File: src/rtl/axi_cmd_master_if.sv
// axi_cmd_master_if: command/response port plus AXI AW/W/B/AR/R channels of the single-outstanding master
interface axi_cmd_master_if #(parameter int ADDR_W = 32);
  logic              cmd_valid;
  logic              cmd_ready;
  logic              cmd_write;
  logic [ADDR_W-1:0] cmd_addr;
  logic [31:0]       cmd_wdata;
  logic [3:0]        cmd_wstrb;
  logic              rsp_valid;
  logic              rsp_ready;
  logic [31:0]       rsp_data;
  logic [1:0]        rsp_resp;
  logic [3:0]        awid_o;
  logic [ADDR_W-1:0] awaddr_o;
  logic              awvalid_o;
  logic              awready_i;
  logic [31:0]       wdata_o;
  logic [3:0]        wstrb_o;
  logic              wlast_o;
  logic              wvalid_o;
  logic              wready_i;
  logic [1:0]        bresp_i;
  logic              bvalid_i;
  logic              bready_o;
  logic [3:0]        arid_o;
  logic [ADDR_W-1:0] araddr_o;
  logic              arvalid_o;
  logic              arready_i;
  logic [31:0]       rdata_i;
  logic [1:0]        rresp_i;
  logic              rvalid_i;
  logic              rready_o;
  modport master (
    input  cmd_valid, cmd_write, cmd_addr, cmd_wdata, cmd_wstrb, rsp_ready,
           awready_i, wready_i, bresp_i, bvalid_i, arready_i, rdata_i, rresp_i, rvalid_i,
    output cmd_ready, rsp_valid, rsp_data, rsp_resp,
           awid_o, awaddr_o, awvalid_o, wdata_o, wstrb_o, wlast_o, wvalid_o, bready_o,
           arid_o, araddr_o, arvalid_o, rready_o
  );
  modport slave (
    output cmd_valid, cmd_write, cmd_addr, cmd_wdata, cmd_wstrb, rsp_ready,
           awready_i, wready_i, bresp_i, bvalid_i, arready_i, rdata_i, rresp_i, rvalid_i,
    input  cmd_ready, rsp_valid, rsp_data, rsp_resp,
           awid_o, awaddr_o, awvalid_o, wdata_o, wstrb_o, wlast_o, wvalid_o, bready_o,
           arid_o, araddr_o, arvalid_o, rready_o
  );
endinterface

File: src/rtl/axi_cmd_master.sv
// axi_cmd_master: single-outstanding AXI master turning one command into one AW/W/B or AR/R transaction
module axi_cmd_master #(
  parameter int         ADDR_W  = 32,
  parameter logic [3:0] ID      = 4'h0,
  parameter int         TIMEOUT = 256
) (
  input logic                clk,
  input logic                areset,
  axi_cmd_master_if.master   bus
);
  typedef enum logic [2:0] {IDLE, WR_REQ, WR_RESP, RD_REQ, RD_RESP, RSP} state_t;
  localparam int WD_W = TIMEOUT > 1 ? $clog2(TIMEOUT) : 1;
  localparam logic [WD_W-1:0] WD_MAX = WD_W'(TIMEOUT > 0 ? TIMEOUT - 1 : 0);
  state_t            state_q, state_d;
  logic [ADDR_W-1:0] addr_q, addr_d;
  logic [31:0]       wdata_q, wdata_d;
  logic [3:0]        wstrb_q, wstrb_d;
  logic              aw_done_q, aw_done_d;
  logic              w_done_q, w_done_d;
  logic [WD_W-1:0]   wd_q, wd_d;
  logic [31:0]       rsp_data_q, rsp_data_d;
  logic [1:0]        rsp_resp_q, rsp_resp_d;
  logic              busy, final_hs, to_hit;
  assign busy     = (state_q != IDLE) && (state_q != RSP);
  assign final_hs = (state_q == WR_RESP && bus.bvalid_i) || (state_q == RD_RESP && bus.rvalid_i);
  assign to_hit   = (TIMEOUT != 0) && busy && (wd_q == WD_MAX) && !final_hs;
  // next-state: command capture, per-channel write completion, response capture, watchdog abort
  always_comb begin
    state_d    = state_q;
    addr_d     = addr_q;
    wdata_d    = wdata_q;
    wstrb_d    = wstrb_q;
    aw_done_d  = aw_done_q;
    w_done_d   = w_done_q;
    rsp_data_d = rsp_data_q;
    rsp_resp_d = rsp_resp_q;
    wd_d       = busy ? wd_q + 1'b1 : '0;
    case (state_q)
      IDLE: if (bus.cmd_valid) begin
        addr_d    = bus.cmd_addr;
        wdata_d   = bus.cmd_wdata;
        wstrb_d   = bus.cmd_wstrb;
        aw_done_d = 1'b0;
        w_done_d  = 1'b0;
        state_d   = bus.cmd_write ? WR_REQ : RD_REQ;
      end
      WR_REQ: begin
        aw_done_d = aw_done_q | bus.awready_i;
        w_done_d  = w_done_q | bus.wready_i;
        state_d   = (aw_done_d && w_done_d) ? WR_RESP : WR_REQ;
      end
      WR_RESP: if (bus.bvalid_i) begin
        rsp_resp_d = bus.bresp_i;
        rsp_data_d = '0;
        state_d    = RSP;
      end
      RD_REQ: state_d = bus.arready_i ? RD_RESP : RD_REQ;
      RD_RESP: if (bus.rvalid_i) begin
        rsp_resp_d = bus.rresp_i;
        rsp_data_d = bus.rdata_i;
        state_d    = RSP;
      end
      RSP: state_d = bus.rsp_ready ? IDLE : RSP;
      default: state_d = IDLE;
    endcase
    if (to_hit) begin
      state_d    = RSP;
      rsp_resp_d = 2'b11;
      rsp_data_d = '0;
    end
  end
  // state and datapath registers, cleared asynchronously so outputs drop mid-transaction
  always_ff @(posedge clk or posedge areset) begin
    if (areset) begin
      state_q    <= IDLE;
      addr_q     <= '0;
      wdata_q    <= '0;
      wstrb_q    <= '0;
      aw_done_q  <= 1'b0;
      w_done_q   <= 1'b0;
      wd_q       <= '0;
      rsp_data_q <= '0;
      rsp_resp_q <= '0;
    end else begin
      state_q    <= state_d;
      addr_q     <= addr_d;
      wdata_q    <= wdata_d;
      wstrb_q    <= wstrb_d;
      aw_done_q  <= aw_done_d;
      w_done_q   <= w_done_d;
      wd_q       <= wd_d;
      rsp_data_q <= rsp_data_d;
      rsp_resp_q <= rsp_resp_d;
    end
  end
  assign bus.cmd_ready = (state_q == IDLE) && !areset;
  assign bus.rsp_valid = state_q == RSP;
  assign bus.rsp_data  = rsp_data_q;
  assign bus.rsp_resp  = rsp_resp_q;
  assign bus.awid_o    = ID;
  assign bus.awaddr_o  = addr_q;
  assign bus.awvalid_o = (state_q == WR_REQ) && !aw_done_q;
  assign bus.wdata_o   = wdata_q;
  assign bus.wstrb_o   = wstrb_q;
  assign bus.wlast_o   = 1'b1;
  assign bus.wvalid_o  = (state_q == WR_REQ) && !w_done_q;
  assign bus.bready_o  = state_q == WR_RESP;
  assign bus.arid_o    = ID;
  assign bus.araddr_o  = addr_q;
  assign bus.arvalid_o = state_q == RD_REQ;
  assign bus.rready_o  = state_q == RD_RESP;
endmodule

File: src/flat_wrapper.sv
// flat-port wrapper written by rule: the top's interface ports become plain ports
module axi_cmd_master_flat 
#(
  parameter int         ADDR_W  = 32,
  parameter logic [3:0] ID      = 4'h0,
  parameter int         TIMEOUT = 256
)
  (clk, areset, bus_cmd_valid, bus_cmd_write, bus_cmd_addr, bus_cmd_wdata, bus_cmd_wstrb, bus_rsp_ready, bus_awready_i, bus_wready_i, bus_bresp_i, bus_bvalid_i, bus_arready_i, bus_rdata_i, bus_rresp_i, bus_rvalid_i, bus_cmd_ready, bus_rsp_valid, bus_rsp_data, bus_rsp_resp, bus_awid_o, bus_awaddr_o, bus_awvalid_o, bus_wdata_o, bus_wstrb_o, bus_wlast_o, bus_wvalid_o, bus_bready_o, bus_arid_o, bus_araddr_o, bus_arvalid_o, bus_rready_o);
  axi_cmd_master_if #(.ADDR_W(ADDR_W)) bus_i ();
  input logic clk;
  input logic areset;
  input wire logic [$bits(bus_i.cmd_valid)-1:0] bus_cmd_valid;
  input wire logic [$bits(bus_i.cmd_write)-1:0] bus_cmd_write;
  input wire logic [$bits(bus_i.cmd_addr)-1:0] bus_cmd_addr;
  input wire logic [$bits(bus_i.cmd_wdata)-1:0] bus_cmd_wdata;
  input wire logic [$bits(bus_i.cmd_wstrb)-1:0] bus_cmd_wstrb;
  input wire logic [$bits(bus_i.rsp_ready)-1:0] bus_rsp_ready;
  input wire logic [$bits(bus_i.awready_i)-1:0] bus_awready_i;
  input wire logic [$bits(bus_i.wready_i)-1:0] bus_wready_i;
  input wire logic [$bits(bus_i.bresp_i)-1:0] bus_bresp_i;
  input wire logic [$bits(bus_i.bvalid_i)-1:0] bus_bvalid_i;
  input wire logic [$bits(bus_i.arready_i)-1:0] bus_arready_i;
  input wire logic [$bits(bus_i.rdata_i)-1:0] bus_rdata_i;
  input wire logic [$bits(bus_i.rresp_i)-1:0] bus_rresp_i;
  input wire logic [$bits(bus_i.rvalid_i)-1:0] bus_rvalid_i;
  output wire logic [$bits(bus_i.cmd_ready)-1:0] bus_cmd_ready;
  output wire logic [$bits(bus_i.rsp_valid)-1:0] bus_rsp_valid;
  output wire logic [$bits(bus_i.rsp_data)-1:0] bus_rsp_data;
  output wire logic [$bits(bus_i.rsp_resp)-1:0] bus_rsp_resp;
  output wire logic [$bits(bus_i.awid_o)-1:0] bus_awid_o;
  output wire logic [$bits(bus_i.awaddr_o)-1:0] bus_awaddr_o;
  output wire logic [$bits(bus_i.awvalid_o)-1:0] bus_awvalid_o;
  output wire logic [$bits(bus_i.wdata_o)-1:0] bus_wdata_o;
  output wire logic [$bits(bus_i.wstrb_o)-1:0] bus_wstrb_o;
  output wire logic [$bits(bus_i.wlast_o)-1:0] bus_wlast_o;
  output wire logic [$bits(bus_i.wvalid_o)-1:0] bus_wvalid_o;
  output wire logic [$bits(bus_i.bready_o)-1:0] bus_bready_o;
  output wire logic [$bits(bus_i.arid_o)-1:0] bus_arid_o;
  output wire logic [$bits(bus_i.araddr_o)-1:0] bus_araddr_o;
  output wire logic [$bits(bus_i.arvalid_o)-1:0] bus_arvalid_o;
  output wire logic [$bits(bus_i.rready_o)-1:0] bus_rready_o;
  assign bus_i.cmd_valid = bus_cmd_valid;
  assign bus_i.cmd_write = bus_cmd_write;
  assign bus_i.cmd_addr = bus_cmd_addr;
  assign bus_i.cmd_wdata = bus_cmd_wdata;
  assign bus_i.cmd_wstrb = bus_cmd_wstrb;
  assign bus_i.rsp_ready = bus_rsp_ready;
  assign bus_i.awready_i = bus_awready_i;
  assign bus_i.wready_i = bus_wready_i;
  assign bus_i.bresp_i = bus_bresp_i;
  assign bus_i.bvalid_i = bus_bvalid_i;
  assign bus_i.arready_i = bus_arready_i;
  assign bus_i.rdata_i = bus_rdata_i;
  assign bus_i.rresp_i = bus_rresp_i;
  assign bus_i.rvalid_i = bus_rvalid_i;
  assign bus_cmd_ready = bus_i.cmd_ready;
  assign bus_rsp_valid = bus_i.rsp_valid;
  assign bus_rsp_data = bus_i.rsp_data;
  assign bus_rsp_resp = bus_i.rsp_resp;
  assign bus_awid_o = bus_i.awid_o;
  assign bus_awaddr_o = bus_i.awaddr_o;
  assign bus_awvalid_o = bus_i.awvalid_o;
  assign bus_wdata_o = bus_i.wdata_o;
  assign bus_wstrb_o = bus_i.wstrb_o;
  assign bus_wlast_o = bus_i.wlast_o;
  assign bus_wvalid_o = bus_i.wvalid_o;
  assign bus_bready_o = bus_i.bready_o;
  assign bus_arid_o = bus_i.arid_o;
  assign bus_araddr_o = bus_i.araddr_o;
  assign bus_arvalid_o = bus_i.arvalid_o;
  assign bus_rready_o = bus_i.rready_o;
  axi_cmd_master #(.ADDR_W(ADDR_W), .ID(ID), .TIMEOUT(TIMEOUT)) u_core (.clk(clk), .areset(areset), .bus(bus_i));
endmodule
File: config.mk
export PLATFORM = sky130hd
export DESIGN_NAME = axi_cmd_master_flat
export DESIGN_NICKNAME = d
export VERILOG_FILES = /design/src/rtl/axi_cmd_master_if.sv /design/src/rtl/axi_cmd_master.sv /design/src/flat_wrapper.sv
export SDC_FILE = /design/constraint.sdc
export NUM_CORES = 1
export LEC_CHECK = 0
export CORE_MARGIN = 1
export CORE_UTILIZATION = 40
export CTS_BUF_LIST = sky130_fd_sc_hd__clkbuf_4 sky130_fd_sc_hd__clkbuf_8
export DETAILED_ROUTE_END_ITERATION = 7
export PLACE_DENSITY_LB_ADDON = 0.25
export SYNTH_ARGS = -nofsm -noshare
export SYNTH_HDL_FRONTEND = slang
export SYNTH_SLANG_ARGS = --single-unit
File: constraint.sdc
create_clock -name clk -period 9.9 [get_ports clk]
set_input_delay 1.98 -clock clk [delete_from_list [all_inputs] [get_ports clk]]
set_output_delay 1.98 -clock clk [all_outputs]
set_load 0.02 [all_outputs]
Word level (Yosys, flattened, before mapping)

Cells that the tools add are included.

Bits in registers: 115
Latch bits: 0
Memory bits (writable): 0
ROM bits: 0
Input bits: 114
Output and inout bits: 150
Word-level logic and storage cells: 66
Memories kept: 0

Add/subtract/negate cells: 1
Multipliers: 0
Divide/modulo/power cells: 0
$lt $le $gt $ge: 0
Equality and inequality tests: 11
Shift-type cells: 0
Mux-type cells: 21
Bitwise logic cells: 2
Reduce and logical (&&, ||, !) cells: 22

Operators by type and width:

| cell                  | number |
|---|---|
| $mux W32              | 3 |
| $pmux W32 S2          | 1 |
| $mux W3               | 6 |
| $pmux W3 S6           | 1 |
| $mux W2               | 5 |
| $logic_and A1 B1 Y1   | 9 |
| $ne A3 B2 Y1 const B  | 3 |
| $add A8 B1 Y8 const B | 1 |
| $eq A8 B8 Y1 const B  | 1 |
| $mux W8               | 1 |
| $eq A3 B2 Y1 const B  | 2 |
| $eq A3 B3 Y1 const B  | 2 |
| $reduce_and A3 Y1     | 2 |
| $reduce_bool A3 Y1    | 2 |
| $logic_not A1 Y1      | 4 |
| $pmux W1 S2           | 2 |
| $pmux W2 S2           | 1 |
| $reduce_and A2 Y1     | 2 |
| $eq A3 B1 Y1 const B  | 1 |
| $logic_not A3 Y1      | 1 |
| $ne A3 B3 Y1 const B  | 1 |
| $ne A2 B2 Y1 const B  | 1 |
| $or A1 B1 Y1          | 2 |
| $reduce_bool A2 Y1    | 1 |
| 2 further kinds       | 2 |

Longest topological paths before layout

Gate-level depths: netlist (run 1).

Depth after elaboration: 7
Gate-level depth with buffers: 7
Depth with buffers taken out: 5

Least setup slack after synthesis (run 1)

No wires, ideal clock.

Kind: input to output
Start point: input areset
End point: output bus_cmd_ready
Data arrival time: 2607 ps
Data required time: 7920 ps
Path slack: 5313 ps
Stages: 1
Path buffers: 0
Cell sequence: nor4_1

Longest elaborated chain between the ends: 2

Ends and longest elaborated chain:

| element                    | line                 | source |
|---|---|---|
| start, declared            | flat_wrapper.sv:11   | `input logic areset;` |
| $logic_not A1 Y1 (no line) | -                    |  |
| $logic_and A1 B1 Y1        | axi_cmd_master.sv:96 | `assign bus.cmd_ready = (state_q == IDLE) && !areset;` |
| end, declared              | flat_wrapper.sv:26   | `output wire logic [$bits(bus_i.cmd_ready)-1:0] bus_cmd_ready;` |

Every way passes these cells.

Worst setup path in the final report (run 1)

Ends and elaborated chain as after synthesis.

==> results of run 1 <==
==> layer usage <==
layer  routed length (um)  part of all wire, %  GRT usage, %  vias up
met2                 6422                   51         34.84      174
met1                 4774                   38         21.69     1892
met3                 1065                  8.5         6.961       19
met4                  248                  2.0         9.035        0
li1                     -                    -             -     1765
met5                    0                    0             0        -
==> layout by cell type (no fill, tap or decap), drive strengths merged, types with 2 or more instances in the layout <==
cell / n
buf: 5
o21ba: 2
mux2i: 2
nor2: 44
mux2: 70
and2: 2
a21oi: 8
nor2b: 3
xor2: 5
and3: 2
clkbuf: 29
conb: 9
inv: 4
xnor2: 2
a22oi: 32
nor3b: 3
nor3: 2
o21ai: 5
nand3: 4
or3b: 2
nand2b: 3
nand2: 6
clkdlybuf4s50: 254
a211oi: 2
dfrtp: 115
==> worst max-delay path, delay by kind of cell <==
family / cells / cell delay, ns
and+or+nand+nor: 1 / 0.20
buffers and inverters: 2 / 1.11
==> area by class of cell <==
cell class                 count  area [um^2]  share of cell area (%)
sequential                   115         2878                   36.92
timing repair buffer         259         2580                   33.10
multi-input combinational    220         1717                   22.02
clock buffer                  29        380.4                   4.880
tap                          168        210.2                   2.697
inverter                       4        17.52                  0.2247
clock inverter                 2        12.51                  0.1605
==> worst min path at each step <==
stage,to,cells after the start,startpoint,slack (ns)
floorplan,u_core.wd_q[0],1,u_core.wd_q[0],0.45
global placement,u_core.wd_q[0],1,u_core.wd_q[0],0.47
detailed placement,u_core.wd_q[0],1,u_core.wd_q[0],0.48
CTS,u_core.wd_q[0],1,u_core.wd_q[0],0.49
global route,u_core.wd_q[0],1,u_core.wd_q[0],0.52
finish,u_core.wd_q[0],1,u_core.wd_q[0],0.49
==> stage by stage <==
step	setup WS, ns	power (mW)
CTS	4.615	2.739
detailed placement	4.622	2.308
finish	4.629	2.705
global route	4.605	2.856
floorplan	4.876	1.678
global placement	4.616	2.265
==> where the power goes <==
group	internal [mW]	leakage, nW	switching [mW]
Combinational	0.745	1.68	0.676
Sequential	0.697	1.42	0.169
Clock	0.241	0.205	0.176
Total	1.68	3.30	1.02
==> registers in the layout (all words and copies together), names as in the netlist <==
signal,count
u_core.bus.araddr_o,32
u_core.bus.rsp_data,32
u_core.bus.wdata_o,32
u_core.wd_q,8
u_core.bus.wstrb_o,4
u_core.state_q,3
u_core.bus.rsp_resp,2
u_core.aw_done_q,1
u_core.w_done_q,1
==> kinds of logic after synthesis <==
family	count (synthesis)
other	2
AND/OR/NAND/NOR	77
multiplexers	72
XOR/XNOR	7
buffers and inverters	67
AO/OA/AOI/OAI	54
flip-flops	115
adder cells (fa/ha/maj)	1
==> run metrics, run 1 <==
series of cell instances along the critical path=clkdlybuf4s50_1 > nor4_1 > clkdlybuf4s50_1; Avg Synthesized Cell Area=12.64 um^2; count of H-tree levels built during CTS=4; Longest Clk Path Bufs=2; Worst setup SP type=primary input; postcts setup bufs=0; Final Cell Area=0.007795 mm^2; xor/xnor share of the synthesized area=1.228%; first-pass iteration count of the detailed router=4; global route total overflow=0; worst-skew pair later-pin latency=0.42 ns; I/O pins=264; area of the core=0.01211 mm^2; final cell count without fillers=797; CP startpoint=areset; startpoint of the worst-slack reg-to-reg timing path=u_core.state_q[2]; library cell with the largest summed area after synthesis=sky130_fd_sc_hd__dfrtp_1; cts hold-fix bufs=0; Primary FF master, synth=sky130_fd_sc_hd__dfrtp_1; capturing element of the worst setup path=bus_cmd_ready; Layout Area Growth over Synthesis=56.18%; total clock buffers created by CTS=17; effective utilization at floorplan=41.21%; HP Class=flip-flop to flip-flop; Synth top area share=57.66%; final hold vios=0; via count of the first global-routing pass=3,905; cell types with the highest counts after synthesis=sky130_fd_sc_hd__dfrtp_1 (115), sky130_fd_sc_hd__mux2_2 (69), sky130_fd_sc_hd__nor2_1 (44), sky130_fd_sc_hd__buf_4 (43), sky130_fd_sc_hd__a22oi_1 (32); final weighted congestion in routability-driven placement=0.7138; number of storage elements in the synthesis netlist=115; share of post-route cells with drive strength above 1=18.28%; portion of netlist area occupied by mux cells=16.19%; pin count of the biggest net entering global routing=70; final-layout setup total negative slack=0 ns; fill cell total of the finished layout=989; compound-gate portion of the synthesized area=8.072%; Worst Tran Pin Value=0.8749 ns; Leakage Power=3.301 nW; cell at the root of the clock tree=sky130_fd_sc_hd__clkbuf_8; cell type with the highest occurrence count on the critical path=sky130_fd_sc_hd__clkdlybuf4s50_1; ratio of final minimum period to clock period=53.24%; endpoint arrival time on the critical path=3.29 ns; share of flip-flops with an asynchronous set or reset=100.0%; number of sinks handled by clock tree synthesis=115; buffers added on ports=254; Worst setup EP type=primary output; clock tree from TritonCTS=done; placed instance area=0.007402 mm^2; Peak VDD IR=0.1807 mV; Adder-Cell Fraction of Synth Area=0.2507%; max-slew headroom at the worst pin=41.67%; simple-gate area share of the yosys netlist=7.496%; number of gates given a new drive strength after cts=0; post-DR wirelength/cell=15.70 um; DP Wirelength=8964 um; R2R depth=4; PwrDens=347.0 mW/mm^2; fin crit period=5.271 ns; clock-pin slew of the registers on the worst-case setup and hold paths=0.06 ns; Crit path largest cell delay=0.65 ns; critical path fanouts, max=2; Placement Rows=40; Slowest-stage cell, CP=sky130_fd_sc_hd__clkdlybuf4s50_1; final core occ=64.36%; setup slack, reg-to-reg=7.25 ns; category of the critical setup timing path=primary input to primary output; end of the worst register-to-register path=u_core.state_q[1]; max-cap violation count=0; total count of max-transition violations in the final report=0; setup-violating endpoint count in the final report=0; worst hold-check slack=0.4868 ns; overall die area=0.01293 mm^2; initial antenna violation count=0; via total after detailed routing=3,850; most common cell in the synthesized netlist=sky130_fd_sc_hd__dfrtp_1; combinational family with the most area after synthesis=multiplexers; x dimension of the die=113.7 um; gate count after technology mapping=395; number of violations reported at the end of detailed-routing iteration 0=170; status=complete, no violations; wire length after detailed routing=12,510 um; Residual DRC=0; unrepaired setup endpoints after global routing=no; fin nets=732; Cell Area, Synth=0.004991 mm^2; Antenna diodes=0; first-pass GRT wire length=19,600 um; number of flops mapped to enable cells by yosys=0; worst clock skew=0.005538 ns; number of distinct library cell variants in the gate-level netlist after synthesis=42; part of the Yosys area used for sequential elements=57.66%; Vias per Instance=4.831; antenna-violating nets left=0; overall routing resource usage=19.91%; number of warning messages in the yosys log=0; cell types occupying the most area after synthesis=sky130_fd_sc_hd__dfrtp_1 (58%), sky130_fd_sc_hd__mux2_2 (16%), sky130_fd_sc_hd__buf_4 (6.5%), sky130_fd_sc_hd__a22oi_1 (4.8%), sky130_fd_sc_hd__nor2_1 (3.3%); required time worst endpoint=7.92 ns; maximum operating frequency=0.1897 GHz; count of placed standard cells including taps=766; Die Y=113.7 um
(Power assumes the default switching activity.)
==> run 2: changes to the inputs <==
==> constraint.sdc (replaced) <==
create_clock -name clk -period 5.46 [get_ports clk]
set_input_delay 1.092 -clock clk [delete_from_list [all_inputs] [get_ports clk]]
set_output_delay 1.092 -clock clk [all_outputs]
set_load 0.02 [all_outputs]
==> run metrics, run 2 (same netlist as run 1, synthesis figures left out) <==
pin count of the biggest net entering global routing=76; cell at the root of the clock tree=sky130_fd_sc_hd__clkbuf_8; Leakage Power=3.325 nW; global route total overflow=0; via total after detailed routing=3,843; clock tree from TritonCTS=done; overall die area=0.01293 mm^2; clock-pin slew of the registers on the worst-case setup and hold paths=0.07 ns; CP startpoint=u_core.state_q[2]; Antenna diodes=0; end of the worst register-to-register path=u_core.bus.araddr_o[0]; startpoint of the worst-slack reg-to-reg timing path=u_core.state_q[0]; most frequent standard cell in the layout excluding fill and tap cells=sky130_fd_sc_hd__clkdlybuf4s50_1; Peak VDD IR=0.4218 mV; final cell count without fillers=797; fill cell total of the finished layout=961; postcts setup bufs=0; final core occ=64.75%; overall power consumption=4.990 mW; first-pass GRT wire length=19,220 um; commonest non-fill, non-tap cells in the layout=sky130_fd_sc_hd__clkdlybuf4s50_1 (254), sky130_fd_sc_hd__dfrtp_1 (115), sky130_fd_sc_hd__mux2_2 (69); capturing element of the worst setup path=bus_rready_o; final hold vios=0; setup-violating endpoint count in the final report=0; ratio of final minimum period to clock period=66.98%; fin crit period=3.657 ns; post-DR wirelength/cell=15.54 um; Worst Tran Pin Value=0.9146 ns; endpoint arrival time on the critical path=2.56 ns; buffers added on ports=254; category of the critical setup timing path=flip-flop to primary output; first-pass iteration count of the detailed router=4; area of the core=0.01211 mm^2; count of placed standard cells including taps=766; effective utilization at floorplan=41.21%; critical path fanouts, max=18; final-layout setup total negative slack=0 ns; Die Y=113.7 um; final weighted congestion in routability-driven placement=0.6982; number of violations reported at the end of detailed-routing iteration 0=173; initial antenna violation count=0; unrepaired setup endpoints after global routing=no; share of post-route cells with drive strength above 1=18.28%; number of gates given a new drive strength after cts=0; cts hold-fix bufs=0; status=complete, no violations; number of sinks handled by clock tree synthesis=115; I/O pins=264; Vias per Instance=4.822; x dimension of the die=113.7 um; DP Wirelength=8910 um; Worst setup SP type=flip-flop; total count of max-transition violations in the final report=0; worst clock skew=0.007177 ns; Placement Rows=40; count of H-tree levels built during CTS=4; total clock buffers created by CTS=17; wire length after detailed routing=12,380 um; via count of the first global-routing pass=3,872; max-cap violation count=0; Longest Clk Path Bufs=2; worst-case setup slack after placement=1.904 ns; Layout Area Growth over Synthesis=57.13%; R2R depth=3; overall routing resource usage=19.44%; fin nets=732; Worst Slack Setup Final=1.803 ns; HP Class=flip-flop to flip-flop; Residual DRC=0; worst-skew pair later-pin latency=0.43 ns; setup slack, reg-to-reg=2.74 ns; PwrDens=636.3 mW/mm^2; antenna-violating nets left=0; required time worst endpoint=4.37 ns; Worst setup EP type=primary output; max-slew headroom at the worst pin=39.03%; maximum operating frequency=0.2735 GHz
run 2: cell count changes in the layout (fill, tap and decap cells not counted), sizes merged:
cell and change:
bufinv +2, clkinv -1, clkinvlp -1
run 2: routing by layer:
layer,vias to the layer above,GRT usage [%],wire length [um]
li1,1761,-,-
met1,1890,21.42,4646
met2,178,33.21,6368
met3,14,8.183,1180
met4,0,7.632,187
met5,-,0,0
run 2: worst min path at each step:
stage,startpoint,slack [ns],endpoint,depth (start not counted)
5_1_grt,u_core.bus.wstrb_o[2],0.52,u_core.bus.wstrb_o[2],1
6_report,u_core.wd_q[0],0.50,u_core.wd_q[0],1
3_5_place_dp,u_core.wd_q[0],0.49,u_core.wd_q[0],1
3_3_place_gp,u_core.wd_q[0],0.48,u_core.wd_q[0],1
2_1_floorplan,u_core.wd_q[0],0.45,u_core.wd_q[0],1
4_1_cts,u_core.wd_q[0],0.50,u_core.wd_q[0],1
run 2: area by class of cell:
class,count,area [um^2],area share [%]
well taps,168,210.2,2.680
clock buffers,29,380.4,4.850
flip-flops and latches,115,2878,36.69
inverters,4,17.52,0.2234
multi-input cells,220,1717,21.89
repair buffers,259,2580,32.90
clock inverters,2,60.06,0.7658
run 2: metrics by stage:
stage               hold WS (ns)  instance area (um^2)
finish                    0.4999                  7843
global placement          0.4769                  7402
CTS                       0.5027                  7843
floorplan                 0.4549                  5017
global route              0.5203                  7843
detailed placement        0.4941                  7402
run 2: worst max-delay path: stages (launching register included):
cell	delay, ns
sky130_fd_sc_hd__dfrtp_1	0.75
sky130_fd_sc_hd__nor3b_1	0.64
sky130_fd_sc_hd__clkdlybuf4s50_1	0.75
run 2: power by group:
part	switching, mW	total, mW	internal (mW)
logic	1.23	2.58	1.35
clock network	0.322	0.851	0.530
registers	0.299	1.56	1.26
total	1.85	4.99	3.14
==> run 3: changes to the inputs <==
--- a/config.mk
+++ b/config.mk
@@ -6,7 +6,7 @@
 export NUM_CORES = 1
 export LEC_CHECK = 0
 export CORE_MARGIN = 1
-export CORE_UTILIZATION = 40
+export CORE_UTILIZATION = 37
 export CTS_BUF_LIST = sky130_fd_sc_hd__clkbuf_4 sky130_fd_sc_hd__clkbuf_8
 export DETAILED_ROUTE_END_ITERATION = 7
 export PLACE_DENSITY_LB_ADDON = 0.25
==> constraint.sdc (replaced) <==
create_clock -name clk -period 3.3 [get_ports clk]
set_input_delay 0.66 -clock clk [delete_from_list [all_inputs] [get_ports clk]]
set_output_delay 0.66 -clock clk [all_outputs]
set_load 0.02 [all_outputs]
==> run metrics, run 3 (same netlist as run 1, synthesis figures left out) <==
status=complete, no violations; most frequent standard cell in the layout excluding fill and tap cells=sky130_fd_sc_hd__clkdlybuf4s50_1; Worst setup SP type=flip-flop; crit-path leading delay family=buffers and inverters; first-pass iteration count of the detailed router=4; via total after detailed routing=3,815; Worst Tran Pin Value=0.6407 ns; commonest non-fill, non-tap cells in the layout=sky130_fd_sc_hd__clkdlybuf4s50_1 (254), sky130_fd_sc_hd__dfrtp_1 (115), sky130_fd_sc_hd__mux2_2 (69); part of the total power dissipated in combinational logic=54.1%; required time worst endpoint=2.64 ns; count of H-tree levels built during CTS=4; Longest Clk Path Bufs=2; Antenna diodes=0; Worst Slack Setup Final=0.5029 ns; endpoint arrival time on the critical path=2.14 ns; pin count of the biggest net entering global routing=116; Flop pwr share=31.0%; switching power=3.051 mW; unrepaired setup endpoints after global routing=no; Leakage Power=3.307 nW; number of gates given a new drive strength after cts=0; Slowest-stage cell, CP=sky130_fd_sc_hd__clkdlybuf4s50_1; category of the critical setup timing path=flip-flop to primary output; Die Y=118.1 um; number of sinks handled by clock tree synthesis=115; max-slew headroom at the worst pin=57.20%; worst-case setup slack after placement=0.6461 ns; clock tree from TritonCTS=done; worst-skew pair later-pin latency=0.43 ns; postcts setup bufs=0; total clock buffers created by CTS=17; series of cell instances along the critical path=buf_4 > nor2_1 > nand2_1 > nor2_1 > clkdlybuf4s50_1; via count of the first global-routing pass=3,973; Placement Rows=42; setup slack, reg-to-reg=1.27 ns; storage element area=0.002878 mm^2; HP Class=flip-flop to flip-flop; post-DR wirelength/cell=15.22 um; worst clock skew=0.01035 ns; overall power consumption=8.093 mW; number of violations reported at the end of detailed-routing iteration 0=147; Crit path largest cell delay=0.65 ns; maximum operating frequency=0.3575 GHz; total count of max-transition violations in the final report=0; switching portion of total power=37.70%; cts hold-fix bufs=0; cell at the root of the clock tree=sky130_fd_sc_hd__clkbuf_8; critical path fanouts, max=14; x dimension of the die=118.1 um; combined buffer and inverter count along the critical path=2; initial antenna violation count=0; area used by multi-input combinational logic=0.001717 mm^2; worst hold-check slack=0.4889 ns; cell type with the highest occurrence count on the critical path=sky130_fd_sc_hd__nor2_1; Peak VDD IR=0.5382 mV; Worst setup EP type=primary output; I/O pins=264; share of post-route cells with drive strength above 1=18.54%; clock share of power=15.0%; ratio of final minimum period to clock period=84.76%; area of the core=0.01319 mm^2; final-layout setup total negative slack=0 ns; overall die area=0.01396 mm^2; global route total overflow=0; final core occ=59.33%; max-cap violation count=0; Residual DRC=0; setup-violating endpoint count in the final report=0; wire length after detailed routing=12,280 um; buffers added on ports=254; first-pass GRT wire length=20,260 um; DP Wirelength=8525 um; final weighted congestion in routability-driven placement=0.7713; fin crit period=2.797 ns; PwrDens=1034 mW/mm^2; overall routing resource usage=18.61%; effective utilization at floorplan=37.84%; antenna-violating nets left=0; Vias per Instance=4.727; fill cell total of the finished layout=1,068; cell-internal power=5.042 mW; fin nets=735; clock-pin slew of the registers on the worst-case setup and hold paths=0.06 ns; final hold vios=0; Layout Area Growth over Synthesis=56.81%
run 3: cell count changes in the layout (fill, tap and decap cells not counted), moves of 2 or more:
| cell | before | now |
|---|---|---|
| sky130_fd_sc_hd__clkinv_2 | 0 | 3 |
| sky130_fd_sc_hd__clkbuf_8 | 26 | 20 |
| sky130_fd_sc_hd__clkinvlp_4 | 0 | 2 |
| sky130_fd_sc_hd__clkbuf_4 | 3 | 5 |
| sky130_fd_sc_hd__buf_12 | 0 | 2 |
run 3: cell type report:
| cell class | count | area share (%) |
|---|---|---|
| clock inverters | 5 | 0.6715 |
| well taps | 176 | 2.814 |
| clock buffers | 25 | 3.997 |
| repair buffers | 262 | 33.57 |
| inverters | 4 | 0.2398 |
| flip-flops and latches | 115 | 36.77 |
| multi-input cells | 220 | 21.93 |
run 3: metal layers:
metal	track usage (%)	up-vias	part of all wire, %
li1	-	1769	-
met4	7.532	0	1.7
met5	0	-	0
met1	21.76	1848	41
met2	29.74	182	48
met3	8.301	16	9.8
run 3: path summary, 6_finish.rpt:
check                                     endpoint         startpoint  cells after the start
max                                   bus_wvalid_o  u_core.state_q[1]                      5
min                                 u_core.wd_q[0]     u_core.wd_q[0]                      1
max reg2reg                      u_core.state_q[1]  u_core.state_q[0]                      5
min reg2reg                         u_core.wd_q[0]     u_core.wd_q[0]                      1
max in group asynchronous         u_core.aw_done_q             areset                      3
min in group asynchronous  u_core.bus.araddr_o[30]             areset                      3
run 3: power groups by stage:
| stage | combinational, mW | sequential [mW] | clock, mW |
|---|---|---|---|
| floorplan | 1.76 | 3.27 | 0 |
| global route | 4.64 | 2.60 | 1.32 |
| global placement | 4.36 | 2.50 | 0 |
| CTS | 4.43 | 2.52 | 1.25 |
| finish | 4.38 | 2.51 | 1.21 |
| detailed placement | 4.41 | 2.53 | 0 |
run 3: through the flow:
stage,cell area (um^2),instances
after CTS,7826,807
final,7826,807
after floorplan,5021,402
after global placement,7461,777
after global routing,7826,807
after detailed placement,7461,777
